<file path="src/rtl/prog_mem_pkg.sv">
// Types and default geometry shared by the program memory loader and the CPU fetch unit.
// No logic here; latency and backpressure are defined by the modules that import it.
// The CLEAR/RUN/LOAD encoding is used by the loader FSM.
package prog_mem_pkg;

    localparam int PROG_DATA_W = 8;
    localparam int PROG_ADDR_W = 8;

    typedef enum logic [1:0] {
        CLEAR = 2'd0,
        RUN   = 2'd1,
        LOAD  = 2'd2
    } prog_mem_state_t;

endpackage

</file>
<file path="src/rtl/prog_mem_array.sv">
// Single-port-write, single-port-read synchronous RAM with a registered read data output.
// Read latency 1 cycle: rdata updates on the edge that samples re, and holds otherwise.
// No flow control; the caller keeps write and read from overlapping.
module prog_mem_array #(
    parameter int DATA_W = 8,
    parameter int DEPTH  = 256,
    parameter int AW     = 8
) (
    input  logic              clk,
    input  logic              we,
    input  logic [AW-1:0]     waddr,
    input  logic [DATA_W-1:0] wdata,
    input  logic              re,
    input  logic [AW-1:0]     raddr,
    output logic [DATA_W-1:0] rdata
);

    logic [DATA_W-1:0] mem [DEPTH];

    // No reset on the storage or the read register so the array maps onto block RAM.
    always_ff @(posedge clk) begin
        if (we) begin
            mem[waddr] <= wdata;
        end
    end

    always_ff @(posedge clk) begin
        if (re) begin
            rdata <= mem[raddr];
        end
    end

endmodule

</file>
<file path="src/rtl/prog_mem_loader.sv">
// Program image store: self-clears after reset, then serves fetches and accepts byte-stream reloads.
// Fetch latency 1 cycle; CLEAR takes DEPTH cycles; a load takes one cycle per accepted word.
// load_ready is high for the whole of LOAD; fetches are answered only in RUN.
module prog_mem_loader
    import prog_mem_pkg::*;
#(
    parameter int DATA_W = PROG_DATA_W,
    parameter int ADDR_W = PROG_ADDR_W,
    parameter int DEPTH  = 2 ** ADDR_W
) (
    input  logic              clk,
    input  logic              rst_n,
    input  logic              load_start,
    input  logic              load_valid,
    input  logic [DATA_W-1:0] load_data,
    input  logic              load_last,
    output logic              load_ready,
    output logic              load_done,
    input  logic              rd_en,
    input  logic [ADDR_W-1:0] rd_addr,
    output logic [DATA_W-1:0] rd_data,
    output logic              rd_valid,
    output logic              busy
);

    localparam int AW    = (DEPTH > 1) ? $clog2(DEPTH) : 1;
    localparam int PTR_W = ADDR_W + 1;

    // The extra pointer bit keeps DEPTH-1 and DEPTH distinct when DEPTH == 2**ADDR_W.
    localparam logic [PTR_W-1:0] LAST_PTR  = PTR_W'(DEPTH - 1);
    localparam logic [PTR_W-1:0] DEPTH_PTR = PTR_W'(DEPTH);

    prog_mem_state_t   state;
    prog_mem_state_t   state_nxt;
    logic [PTR_W-1:0]  wr_ptr;
    logic [PTR_W-1:0]  wr_ptr_nxt;
    logic              load_done_nxt;

    logic              mem_we;
    logic [DATA_W-1:0] mem_wdata;
    logic              mem_re;
    logic [DATA_W-1:0] mem_rdata;

    logic              rd_in_range;
    logic              rd_zero;

    always_ff @(posedge clk or negedge rst_n) begin
        if (!rst_n) begin
            state     <= CLEAR;
            wr_ptr    <= '0;
            load_done <= 1'b0;
        end else begin
            state     <= state_nxt;
            wr_ptr    <= wr_ptr_nxt;
            load_done <= load_done_nxt;
        end
    end

    always_comb begin
        state_nxt     = state;
        wr_ptr_nxt    = wr_ptr;
        load_done_nxt = 1'b0;
        mem_we        = 1'b0;
        mem_wdata     = '0;
        load_ready    = 1'b0;
        busy          = 1'b1;

        case (state)
            CLEAR: begin
                mem_we     = 1'b1;
                wr_ptr_nxt = wr_ptr + PTR_W'(1);
                if (wr_ptr == LAST_PTR) begin
                    state_nxt = RUN;
                end
            end
            RUN: begin
                busy = 1'b0;
                if (load_start) begin
                    wr_ptr_nxt = '0;
                    state_nxt  = LOAD;
                end
            end
            LOAD: begin
                load_ready = 1'b1;
                if (load_valid) begin
                    mem_we     = 1'b1;
                    mem_wdata  = load_data;
                    wr_ptr_nxt = wr_ptr + PTR_W'(1);
                    // A full image ends the load regardless of load_last.
                    if (load_last || (wr_ptr == LAST_PTR)) begin
                        state_nxt     = RUN;
                        load_done_nxt = 1'b1;
                    end
                end
            end
            default: begin
                state_nxt = CLEAR;
                wr_ptr_nxt = '0;
            end
        endcase
    end

    assign mem_re      = (state == RUN) && rd_en;
    assign rd_in_range = ({1'b0, rd_addr} < DEPTH_PTR);

    // rd_zero masks the RAM output: forced zero outside RUN and for out-of-range fetches.
    always_ff @(posedge clk or negedge rst_n) begin
        if (!rst_n) begin
            rd_valid <= 1'b0;
            rd_zero  <= 1'b1;
        end else begin
            rd_valid <= mem_re;
            if (state != RUN) begin
                rd_zero <= 1'b1;
            end else if (rd_en) begin
                rd_zero <= !rd_in_range;
            end
        end
    end

    assign rd_data = rd_zero ? '0 : mem_rdata;

    prog_mem_array #(
        .DATA_W (DATA_W),
        .DEPTH  (DEPTH),
        .AW     (AW)
    ) u_array (
        .clk   (clk),
        .we    (mem_we),
        .waddr (wr_ptr[AW-1:0]),
        .wdata (mem_wdata),
        .re    (mem_re),
        .raddr (rd_addr[AW-1:0]),
        .rdata (mem_rdata)
    );

endmodule

</file>
<file path="config.mk">
export PLATFORM = sky130hd
export DESIGN_NAME = prog_mem_loader
export DESIGN_NICKNAME = d
export VERILOG_FILES = /design/src/rtl/prog_mem_pkg.sv /design/src/rtl/prog_mem_array.sv /design/src/rtl/prog_mem_loader.sv
export SDC_FILE = /design/constraint.sdc
export NUM_CORES = 2
export LEC_CHECK = 0
export ABC_AREA = 1
export BUFFER_PORTS_ARGS = -buffer_cell sky130_fd_sc_hd__buf_2
export CAP_MARGIN = 20
export CORE_AREA = 10 10 403 405
export CTS_CLUSTER_SIZE = 24
export DETAILED_ROUTE_END_ITERATION = 8
export DIE_AREA = 0 0 413 415
export PLACE_DENSITY = 0.7
export SYNTH_ARGS = -nofsm -noshare
export SYNTH_HDL_FRONTEND = slang
export SYNTH_SLANG_ARGS = --single-unit
</file>
<file path="constraint.sdc">
create_clock -name clk -period 9.9 [get_ports clk]
set_clock_uncertainty 0.2 [all_clocks]
set_input_delay 0.99 -clock clk [delete_from_list [all_inputs] [get_ports clk]]
set_output_delay 0.99 -clock clk [all_outputs]
set_load 0.01 [all_outputs]
</file>
## Yosys cells after proc, flatten, opt, wreduce, memory -nomap -nowiden

Memories as Yosys holds them, arrays and structs flattened. A register that Yosys moved wholly into a read port is not among the register bits.
Cells that the tools add are included.

| cells by class | value |
|---|---|
| reduce and logical (&&, ||, !) cells | 6 |
| eq/ne operators | 8 |
| multiplexer cells | 22 |
| add/sub/neg operators | 1 |

Operator list:

| kind | count |
|---|---|
| $pmux 9 s3 | 1 |
| $mux 8 | 3 |
| $mux 9 | 2 |
| $mux 1 | 10 |
| $add 9x1->9 const B | 1 |
| $eq 9x8->1 const B | 1 |
| $mux 2 | 4 |
| $ne 2x2->1 const B | 4 |
| $pmux 2 s3 | 1 |
| $reduce_and 4->1 | 1 |
| $eq 2x1->1 const B | 1 |
| $eq 2x2->1 const B | 1 |
| $logic_not 2->1 | 1 |
| $ne 2x1->1 const B | 1 |
| $pmux 1 s2 | 1 |
| $reduce_and 2->1 | 1 |
| $reduce_bool 2->1 | 1 |
| $logic_and 1x1->1 | 1 |
| $logic_or 1x1->1 | 1 |

| storage, ports and cells | value |
|---|---|
| memories kept | 1 |
| output and inout port bits | 12 |
| flip-flop bits (word level) | 14 |
| word-level logic and storage cells | 43 |
| input port bits | 22 |
| memory bits (writable) | 2048 |

Memories:

| memory | depth | bits a word | read ports | clocked after Yosys merged registers in | wr ports | line | RTL |
|---|---|---|---|---|---|---|---|
| u_array.mem | 256 | 8 | 1 | 1 | 1 | prog_mem_array.sv:18 | `logic [DATA_W-1:0] mem [DEPTH];` |

## Depth between registers and ports, before layout

| depth | value |
|---|---|
| word-level depth | 5 |
| depth in mapped cells | 15 |
| gate-level depth less buffers | 11 |

## Modules after synthesis

From an unflattened synthesis, not the netlist that was laid out.

| unflattened totals | value |
|---|---|
| cells, all modules | 7131 |
| area total of the unflattened synthesis | 84334.6 µm² |

Modules (own cells, without submodules):

| module | cells an instance | instances | sequential area each (µm²) | area each (µm²) |
|---|---|---|---|---|
| prog_mem_array | 7003 | 1 | 61739.2 | 83476.3 |
| prog_mem_loader | 128 | 1 | 351.6 | 858.3 |

## Worst setup path after synthesis

No wires, ideal clock.

| timing | value |
|---|---|
| path kind | input to register |
| start point | input load_valid |
| end point | memory u_array.mem[0][6], data pin |
| stages on the path | 3 |
| setup time | 1.392 ns |
| data required time | 8.308 ns |
| data arrival time | 7.265 ns |
| buffers on the path | 1 |
| slack | 1.043 ns |
| path through | clkbuf_1 nand2_1 nor2_1 |

| on the way | value |
|---|---|
| cells in the longest elaborated chain, start to end | 2 |

RTL lines:

| what | line | RTL |
|---|---|---|
| start, declared | prog_mem_loader.sv:14 | `input logic load_valid,` |
| $mux 8 | prog_mem_loader.sv:85 | `if (load_valid) begin` |
| $mux 8 | prog_mem_loader.sv:68 | `case (state)` |
| net mem_wdata[6] | prog_mem_loader.sv:40 | `logic [DATA_W-1:0] mem_wdata;` |
| end, declared | prog_mem_array.sv:18 |  |

The timed path passes the listed nets, and every way through them passes these cells.

## Worst setup path after layout

| timing | value |
|---|---|
| start point | register state[0] |
| end point | memory u_array.mem[138][1] (enable) |

| on the way | value |
|---|---|
| cells in the longest elaborated chain, start to end | 4 |
| elaborated cells on any way between the ends | 5 |
| classes of those cells | eq/ne: 1; mux: 3; reduce/logical: 1 |

RTL lines:

| what | line | RTL |
|---|---|---|
| start, declared | prog_mem_loader.sv:33 | `prog_mem_state_t state;` |
| start signal, assigned | prog_mem_loader.sv:53 | `state <= state_nxt;` |
| $eq 2x2->1 / $logic_not 2->1 (equally long branches) | prog_mem_loader.sv:68 |  |
| $pmux 1 s2 (*) | prog_mem_loader.sv:68 |  |
| $mux 1 (*) | prog_mem_array.sv:22 | `if (we) begin` |
| $mux 1 (implied by the code) (*) | prog_mem_array.sv:23 | `mem[waddr] <= wdata;` |

Mark *: on every way between the ends. The rest lies on a longest branch, timed or not.

==> flow_summary.ini <==
[critical_path]
cp_common_cell = inv_2
worstPathCellList = inv_2 -> nand2_2 -> inv_2 -> nand2_1 -> o21ai_2 -> nand4_1 -> buf_4 -> nor2_1
path_class = flip-flop to flip-flop
r2r_cells = 8
critPathBufInv = 3
critPathMaxStageDelay_ps = 910
critPathTopFamily = simple AND/OR/NAND/NOR gates
r2r-end = u_array.mem[138][1]
arrival_ps = 4650
crit_path_start_kind = flip-flop
slowest_stage = nand4_1
cp-end-kind = flip-flop
required_ps = 10150
crit_fanout = 18
reg2reg_slack_ps = 5500
reg2reg_from = state[0]

[clocking]
clock_latency_ps = 840
clock_path_buffers = 3
root_buffer = clkbuf_16
post_cts_resized = 0
cts_buffers = 201
clk_pin_slew_ps = 60
cts_tree = built
cts_num_sinks = 2070
htree_levels = 4

[worst_hold_path]
min_path_type = primary input to flip-flop
holdPathStages = 3
hold_path.startpoint = load_last
whs_endpoint = load_done

[layout]
final_layout_size_suffix_gt1_frac = 0.0558
design_area_um2 = 91400
fin_nets = 6917
fin_cells = 9106
area_delta_synth_final_pct = 8.53

[route]
drtIter0Drc = 8517
drt_wl_total_mm = 222
drtPass1Iterations = 8
post_drt_via_cell_ratio = 6.09
drc_errors = 0
routedWlPerCell_um = 24.4
drtAntennaViolNets = 0
via_count = 55427

[logic_synthesis]
synth_cell_types = 28
syn-instance-count = 7064
synth-seq-cells = 2070
synth_top_area_share = 0.733
yosys-top-cells-area = edfxtp_1, nand3_1, nand2_1
synth-seq-area-share = 0.737
synth-edff-count = 2056
ys.flop_type = edfxtp_1
synth_common_cells = nand2_1, edfxtp_1, nand3_1
async_flop_share = 0.00676
synth_warnings = 0
yosysMostFrequentCell = nand2_1
synth_top_cell_by_area = edfxtp_1
syn_area_um2 = 84200
synth_fp_nets = 7091
avgSynthCellArea_um2 = 11.9

[sta]
hold_viol = 0
fmax_mhz = 227
rsz0062_at_grt = no
min_period_ps = 4400
worst-slew-pin-transition_ps = 1590
drv_slew = 79
setup_tns_ps = 0
setup_viol = 0
slew_headroom = -0.0573
finalCritPeriodShare = 0.444

[floorplan]
die-area_um2 = 171000
die_h_um = 415
top_level_ports = 34
coreArea_um2 = 154000
rows = 144
initial_utilization = 0.548
die_w_um = 413

[placement]
place.port_buffers = 33
placed_area_um2 = 85300
dpl.hpwl_mm = 119
gp_congestion = 0.851
dpl.cell_count = 8729

[global_route]
grt_pass1_wl_mm = 332
grt_util_all_layers = 0.253
antenna_found_initial = 7
grt_overflow = 0
grt_pass1_vias = 51561
grt_start_max_net_pins = 268

[outcome]
status = finished, violations left
violations = max-slew violations

[pwr]
powerDensity_nw_per_um2 = 208
design_power_total_uw = 19000
power_leakage_uw = 0.0319
vdd_ir_drop_max_v = 0.000205

[run]
maxCapViolCount = 0
tightest hold or removal path, cell delays in order:
cell and delay (ps):
buf_2 110, nor2_1 90, nor2_1 70
routing by layer:
metal,global-route usage,wire (µm),vias up,part of all wire
met3,0.0553,25300,412,0.11
li1,-,-,24766,-
met5,0,12,-,0.000054
met2,0.377,101000,3301,0.45
met1,0.368,88400,26946,0.40
met4,0.0880,7600,2,0.034
final cells by class:
cell class	count	area (µm²)
tap	2044	2560
fill	11933	62400
clock buffer	260	5250
antenna	3	7.51
multi-input combinational	4473	19500
inverter	36	169
timing repair buffer	108	976
sequential	2070	62100
clock inverter	112	837
report_power, final:
part           switching [µW]  internal, µW  total, µW  leakage, µW
combinational            1430           314       1740      0.00984
sequential               36.8         10000      10100       0.0191
clock                    3240          3950       7190      0.00297
total                    4710         14300      19000       0.0319
cell families after synthesis:
logic type / synth area share
simple gates: 0.229
buf+inv: 0.0317
compound gates: 0.00128
fa+ha+maj: 0.000743
flops: 0.737
sequential cells by signal, indices dropped and copies added, names as in the netlist:
name / flops
rd_zero: 1
u_array.mem: 2048
load_done: 1
state: 2
u_array.rdata: 8
rd_valid: 1
wr_ptr: 9
cells in the final DEF (no fill, tap or decap), drive strengths merged, types with 3 or more instances in the layout:
master and count:
clkbuf 260, nor3 3, o22ai 3, nand4 12, edfxtp 2056, buf 107, o21ai 5, dfrtp 13
a21oi 6, clkinv 92, bufinv 8, inv 46, nand3 2022, nand2 2126, nor2 288, diode 3
ha 5
per-stage QoR:
step	hold WS [ps]	utilization	setup WS, ps
2_1_floorplan	305	-	1040
3_3_place_gp	332	0.554	4920
3_5_place_dp	345	0.554	4940
4_1_cts	243	0.594	5510
5_1_grt	263	0.594	5400
6_report	277	0.594	5500
worst max path at each step:
stage | start | to | slack [ps] | cells after the start
global placement | rd_addr[1] | u_array.rdata[1] | 4920 | 12
detailed placement | rd_addr[1] | u_array.rdata[1] | 4940 | 12
global route | state[0] | u_array.mem[138][1] | 5400 | 8
floorplan | load_valid | u_array.mem[0][6] | 1040 | 3
finish | state[0] | u_array.mem[138][1] | 5500 | 8
CTS | state[0] | u_array.mem[138][1] | 5510 | 8
timing repair:
| action | in CTS | in global routing |
|---|---|---|
| hold endpoints to repair | 13 | 0 |
| buffers inserted | 0 | 0 |
| hold buffers | 1 | 0 |
No activity file was read; power rests on OpenSTA's default activity.
